===== src/rtl/dmem_access_ctrl_pkg.sv =====
`default_nettype none
// ============================================================================
// Module      : dmem_access_ctrl_pkg
// Description : Shared definitions for the data-memory access controller.
//               Holds the dump FSM state encoding, the word size, and the
//               debug-command field widths. Keeping the widths here lets the
//               UART debug unit and the controller agree on them.
// Revision    : 1.0 - initial release
// ============================================================================
package dmem_access_ctrl_pkg;

  // Dump sequencer states
  typedef enum logic [1:0] {
    IDLE = 2'd0,
    READ = 2'd1,
    SEND = 2'd2,
    DONE = 2'd3
  } state_t;

  // Bytes per dumped word
  localparam int WORD_BYTES = 4;

  // Debug-unit command field widths (byte address and word count)
  localparam int DBG_ADDR_WIDTH = 12;
  localparam int DBG_CNT_WIDTH  = 11;

endpackage : dmem_access_ctrl_pkg
`default_nettype wire


===== src/rtl/dmem_access_ctrl.sv =====
`default_nettype none
// ============================================================================
// Module      : dmem_access_ctrl
// Description : Owner of the data-RAM port. In IDLE the MEM stage drives the
//               RAM combinationally (stores blocked while halted). While the
//               pipeline is halted, a debug dump request is sequenced as a
//               stream of aligned 32-bit word reads handed out over a
//               valid/ready handshake.
// Ports       : i_clk, i_reset_n    - clock, async active-low reset
//               i_halt              - pipeline halted
//               i_pipe_*            - MEM-stage address / store data / strobe
//               i_dbg_start/base/count - dump request
//               i_dbg_ready, o_dbg_data, o_dbg_valid - word stream
//               o_dbg_busy/done/abort  - dump status
//               o_mem_addr/wdata/we, i_mem_rdata - RAM port (async read)
// Revision    : 1.0 - initial release
// ============================================================================
module dmem_access_ctrl
  import dmem_access_ctrl_pkg::*;
#(
  parameter int ADDR_WIDTH = 12,
  parameter int CNT_WIDTH  = 11
) (
  input  logic                  i_clk,
  input  logic                  i_reset_n,
  input  logic                  i_halt,
  input  logic [ADDR_WIDTH-1:0] i_pipe_addr,
  input  logic [31:0]           i_pipe_wdata,
  input  logic                  i_pipe_write,
  input  logic                  i_dbg_start,
  input  logic [ADDR_WIDTH-1:0] i_dbg_base,
  input  logic [CNT_WIDTH-1:0]  i_dbg_count,
  input  logic                  i_dbg_ready,
  output logic [31:0]           o_dbg_data,
  output logic                  o_dbg_valid,
  output logic                  o_dbg_busy,
  output logic                  o_dbg_done,
  output logic                  o_dbg_abort,
  output logic [ADDR_WIDTH-1:0] o_mem_addr,
  output logic [31:0]           o_mem_wdata,
  output logic                  o_mem_we,
  input  logic [31:0]           i_mem_rdata
);

  state_t                r_state, w_state_nxt;
  logic [ADDR_WIDTH-1:0] r_addr, w_addr_nxt;
  logic [CNT_WIDTH-1:0]  r_rem, w_rem_nxt;
  logic [31:0]           r_data, w_data_nxt;
  logic                  r_valid, w_valid_nxt;
  logic                  r_abort, w_abort_nxt;

  logic [ADDR_WIDTH-1:0] w_mem_addr;
  logic                  w_mem_we;
  logic                  w_done;

  // Dump base is forced word-aligned, so the low two bits are never used.
  logic w_unused;
  assign w_unused = ^i_dbg_base[1:0];

  always_ff @(posedge i_clk or negedge i_reset_n) begin
    if (!i_reset_n) begin
      r_state <= IDLE;
      r_addr  <= '0;
      r_rem   <= '0;
      r_data  <= '0;
      r_valid <= 1'b0;
      r_abort <= 1'b0;
    end else begin
      r_state <= w_state_nxt;
      r_addr  <= w_addr_nxt;
      r_rem   <= w_rem_nxt;
      r_data  <= w_data_nxt;
      r_valid <= w_valid_nxt;
      r_abort <= w_abort_nxt;
    end
  end

  always_comb begin
    w_state_nxt = r_state;
    w_addr_nxt  = r_addr;
    w_rem_nxt   = r_rem;
    w_data_nxt  = r_data;
    w_valid_nxt = r_valid;
    w_abort_nxt = 1'b0;
    w_mem_addr  = r_addr;
    w_mem_we    = 1'b0;
    w_done      = 1'b0;

    case (r_state)
      IDLE: begin
        w_mem_addr = i_pipe_addr;
        w_mem_we   = i_pipe_write & ~i_halt;
        if (i_dbg_start && i_halt) begin
          if (i_dbg_count == '0) begin
            w_state_nxt = DONE;
          end else begin
            w_addr_nxt  = {i_dbg_base[ADDR_WIDTH-1:2], 2'b00};
            w_rem_nxt   = i_dbg_count;
            w_state_nxt = READ;
          end
        end
      end

      READ: begin
        if (!i_halt) begin
          w_valid_nxt = 1'b0;
          w_abort_nxt = 1'b1;
          w_state_nxt = IDLE;
        end else begin
          w_data_nxt  = i_mem_rdata;
          w_valid_nxt = 1'b1;
          w_state_nxt = SEND;
        end
      end

      SEND: begin
        // Abort wins over a same-cycle handshake: that word is not delivered.
        if (!i_halt) begin
          w_valid_nxt = 1'b0;
          w_abort_nxt = 1'b1;
          w_state_nxt = IDLE;
        end else if (r_valid && i_dbg_ready) begin
          w_valid_nxt = 1'b0;
          w_rem_nxt   = r_rem - CNT_WIDTH'(1);
          if (r_rem == CNT_WIDTH'(1)) begin
            w_state_nxt = DONE;
          end else begin
            // Natural overflow wraps the address to 0 at the top of RAM.
            w_addr_nxt  = r_addr + ADDR_WIDTH'(WORD_BYTES);
            w_state_nxt = READ;
          end
        end
      end

      DONE: begin
        w_done      = 1'b1;
        w_state_nxt = IDLE;
      end

      default: begin
        w_state_nxt = IDLE;
      end
    endcase
  end

  assign o_dbg_data  = r_data;
  assign o_dbg_valid = r_valid;
  assign o_dbg_busy  = (r_state != IDLE);
  assign o_dbg_done  = w_done;
  assign o_dbg_abort = r_abort;
  assign o_mem_addr  = w_mem_addr;
  assign o_mem_wdata = i_pipe_wdata;
  // No RAM write may slip through while reset is held.
  assign o_mem_we    = w_mem_we & i_reset_n;

endmodule : dmem_access_ctrl
`default_nettype wire


===== config.mk =====
export PLATFORM = sky130hd
export DESIGN_NAME = dmem_access_ctrl
export DESIGN_NICKNAME = d
export VERILOG_FILES = /design/src/rtl/dmem_access_ctrl_pkg.sv /design/src/rtl/dmem_access_ctrl.sv
export SDC_FILE = /design/constraint.sdc
export NUM_CORES = 1
export LEC_CHECK = 0
export CORE_AREA = 2 2 80 113
export CTS_BUF_LIST = sky130_fd_sc_hd__clkbuf_16
export DETAILED_ROUTE_END_ITERATION = 7
export DIE_AREA = 0 0 82 115
export PLACE_DENSITY = 0.88
export RECOVER_POWER = 50
export SLEW_MARGIN = 10
export SYNTH_ARGS = -nofsm -noshare
export SYNTH_HDL_FRONTEND = slang
export SYNTH_SLANG_ARGS = --single-unit
export TNS_END_PERCENT = 30

===== constraint.sdc =====
create_clock -name i_clk -period 2.7 [get_ports i_clk]
set_input_delay 0.27 -clock i_clk [delete_from_list [all_inputs] [get_ports i_clk]]
set_output_delay 0.27 -clock i_clk [all_outputs]
set_load 0.03 [all_outputs]

==> impl_metrics.py, run 1 <==
metrics = {
    "outcome": {
        "status": "finished clean",
    },
    "logic_synthesis": {
        "synthArstFlopShare": 1.000,
        "synth_fp_nets": 421,
        "synthesis.area_mm2": 0.003234,
        "synth.distinct_cells": 52,
        "netlist_instances": 309,
        "synth_edf_count": 0,
        "synthFlopType": "dfrtp_1",
        "ys_seq_area_frac": 0.4410,
        "yosys_register_bits": 57,
        "synth_warnings": 0,
        "syn_avg_cell_area_um2": 10.47,
    },
    "global_route": {
        "antenna_found_initial": 0,
        "first_global_vias": 2898,
        "grt_pass1_wl_um": 13550,
        "grt_use_met2": 0.3328,
        "grt_use_total": 0.1908,
        "grt_max_degree": 58,
        "use_met3": 0.04710,
        "grt_overflow_total": 0,
        "use_met1": 0.1879,
        "busiest_layer": "met2",
    },
    "pwr": {
        "power_frac_clock": 0.196,
        "internal_power_mw": 3.550,
        "p_leak_nw": 1.849,
        "p_per_area_mw_per_mm2": 1314,
        "p_seq_frac": 0.275,
        "ir_drop_mv": 0.7408,
        "p_comb_frac": 0.529,
        "power.share.switching": 0.4113,
        "p_sw_mw": 2.480,
    },
    "sta": {
        "maxSlewHeadroom": 0.05375,
        "setup_viol": 0,
        "timing.final.crit_share": 0.9582,
        "setup_tns_ns": 0,
        "clock_skew_ns": 0.005789,
        "fmax_mhz": 386.5,
        "holdWs_ns": 0.4568,
        "rsz0062_at_grt": "false",
        "maxSlewViolCount": 0,
        "worst_slew_pin_slew_ns": 1.419,
        "final.setup.worst_slack_ns": 0.1127,
        "hold_violations": 0,
        "period_needed_ns": 2.587,
    },
    "clock_network": {
        "cts_buffer_depth": 2,
        "cts_tree": "yes",
        "postCtsHoldBufs": 0,
        "cts_root_buffer": "clkbuf_16",
        "cts.htree.levels": 3,
        "clock-sinks": 57,
        "clk_latency_ns": 0.33,
        "clk_pin_slew_worst_paths_ns": 0.05,
        "cts_buffers": 9,
    },
    "die": {
        "die_w_um": 82,
        "fp.dieH_um": 115,
        "rows": 40,
        "num_io_pins": 186,
        "start_util": 0.3847,
        "core_area_mm2": 0.008408,
        "die-area_mm2": 0.009430,
    },
    "routing": {
        "vias_per_cell": 5.456,
        "drt_iter0_drc": 150,
        "ant_nets": 0,
        "drc": 0,
        "num_vias": 2788,
        "drt_pre_antenna_iters": 4,
        "wl_per_cell_um": 17.11,
        "wl_um": 8741,
    },
    "placed_design": {
        "io_buffers": 119,
        "gp_congestion": 0.8632,
        "post-place-ws_ns": 0.3752,
        "place_hpwl_um": 6465,
    },
    "critical_path": {
        "critPathCaptureType": "output pin",
        "critPathMaxFanout": 15,
        "path_class": "flip-flop to output pin",
        "slowest_stage": "clkdlybuf4s50_1",
        "worst_ep_arrival_time_ns": 2.32,
        "crit_required_ns": 2.43,
        "crit_buf_inv": 3,
        "critical-path-top-delay-family": "buffers and inverters",
        "start_kind": "flip-flop",
        "path_cells": "inv_1, ha_2, buf_4, mux2_2, clkdlybuf4s50_1",
        "crit_path_max_incr_delay_ns": 0.60,
    },
    "final_layout": {
        "n_antenna_cell": 0,
        "drive_above_1_share": 0.1773,
        "fill_cells": 720,
        "area_delta_synth_final_pct": 41.90,
        "finalNetCount": 513,
        "post-route-util": 0.5458,
    },
    "flow_run": {
        "drv_cap": 0,
    },
    "hold_path": {
        "hold_class": "input pin to async pin",
    },
}
## cell usage after synthesis, types with 2 or more instances
cell,number,area share
a211o_1,2,0.0054
a21oi_1,13,0.020
a22oi_1,2,0.0046
a2bb2oi_1,2,0.0054
a31oi_1,5,0.0097
and2_1,2,0.0039
and3_1,5,0.0097
buf_1,3,0.0035
buf_2,2,0.0031
buf_4,32,0.074
buf_6,3,0.010
clkbuf_1,5,0.0058
dfrtp_1,57,0.44
ha_1,7,0.027
inv_1,10,0.012
mux2_2,40,0.14
mux2i_1,3,0.0093
nand2_1,14,0.016
nand2b_1,2,0.0039
nand3_1,16,0.025
nand4_1,5,0.0097
nor2_1,10,0.012
nor3_1,6,0.0093
nor3b_1,2,0.0046
nor4_1,5,0.0097
nor4b_1,2,0.0054
o211ai_1,3,0.0070
o21ai_0,19,0.029
o22ai_1,9,0.017
## repair_timing
item                       4_1_cts  5_1_grt
buffers inserted                 0        0
setup endpoints to repair        0        8
resized for setup                0        1
## power groups by stage
stage	sequential [mW]	combinational [mW]	clock, mW
final	1.66	3.19	1.18
after global routing	1.72	3.44	1.24
after CTS	1.65	3.22	1.20
after detailed placement	1.66	3.21	0
after global placement	1.62	3.14	0
after floorplan	2.11	1.63	0
## final cells by class
| cell class | instances | area [µm²] | share of cell area |
|---|---|---|---|
| multi-input combinational | 195 | 1441 | 0.3141 |
| sequential | 57 | 1426 | 0.3108 |
| timing repair buffer | 127 | 1239 | 0.2699 |
| clock buffer | 9 | 225.2 | 0.04907 |
| tap | 105 | 131.4 | 0.02863 |
| clock inverter | 7 | 85.08 | 0.01854 |
| inverter | 11 | 41.29 | 0.008997 |
## path summary, 6_finish.rpt
check                           cells after the start           from  slack, ns            end
worst max register to register                      7     r_state[0]       0.49       r_rem[8]
worst max-delay path                                5     r_state[0]       0.11  o_mem_addr[2]
worst min-delay path                                2      i_reset_n       0.46       r_rem[9]
max in group asynchronous                           2      i_reset_n       1.38  o_dbg_data[1]
worst min register to register                      1  o_dbg_data[5]       0.50  o_dbg_data[5]
min in group i_clk                                  1  o_dbg_data[5]       0.50  o_dbg_data[5]
## cells in the final DEF, fill, tap and decap left out, drive strengths merged, types with 7 or more instances in the layout
cell type	Yosys	final
dfrtp	57	57
nor2	11	11
inv	10	10
nor3	7	7
clkbuf	6	12
nand2	15	15
clkdlybuf4s50	0	113
mux2	40	40
o21ai	19	19
nand3	17	17
o22ai	9	9
ha	7	7
a21oi	13	13
## layer usage
layer / vias up / routed length (µm)
li1: 1276 / -
met1: 1322 / 3038
met2: 149 / 4487
met3: 41 / 743
met4: 0 / 471
met5: - / 0
## state kept, by name (all words and copies together), names as in the netlist
| name | flops |
|---|---|
| r_rem | 11 |
| o_dbg_valid | 1 |
| r_addr | 10 |
| o_dbg_abort | 1 |
| o_dbg_data | 32 |
| r_state | 2 |
## cells by family (layout without fill, tap and decap cells)
group	Yosys count	count (layout)	share of synthesized area
simple gates	80	80	0.1400
mux	43	43	0.1485
buf+inv	57	154	0.1141
compound gates	65	65	0.1292
flops	57	57	0.4410
fa+ha+maj	7	7	0.02708
## stage by stage
step	std cells	area [µm²]	total power, mW
floorplan	309	3234	3.745
global placement	495	4284	4.759
detailed placement	495	4284	4.871
CTS	511	4594	6.076
global route	511	4589	6.395
finish	511	4589	6.030
Power figures use the tool's default switching activity.
==> run 2, diff against run 1 <==
--- a/config.mk
+++ b/config.mk
@@ -7,6 +7,7 @@
 export LEC_CHECK = 0
 export CORE_AREA = 2 2 80 113
 export CTS_BUF_LIST = sky130_fd_sc_hd__clkbuf_16
+export CTS_CLUSTER_SIZE = 14
 export DETAILED_ROUTE_END_ITERATION = 7
 export DIE_AREA = 0 0 82 115
 export PLACE_DENSITY = 0.88
==> results of run 2 <==
Final layout, timing and power as in run 1 (identical DEF).
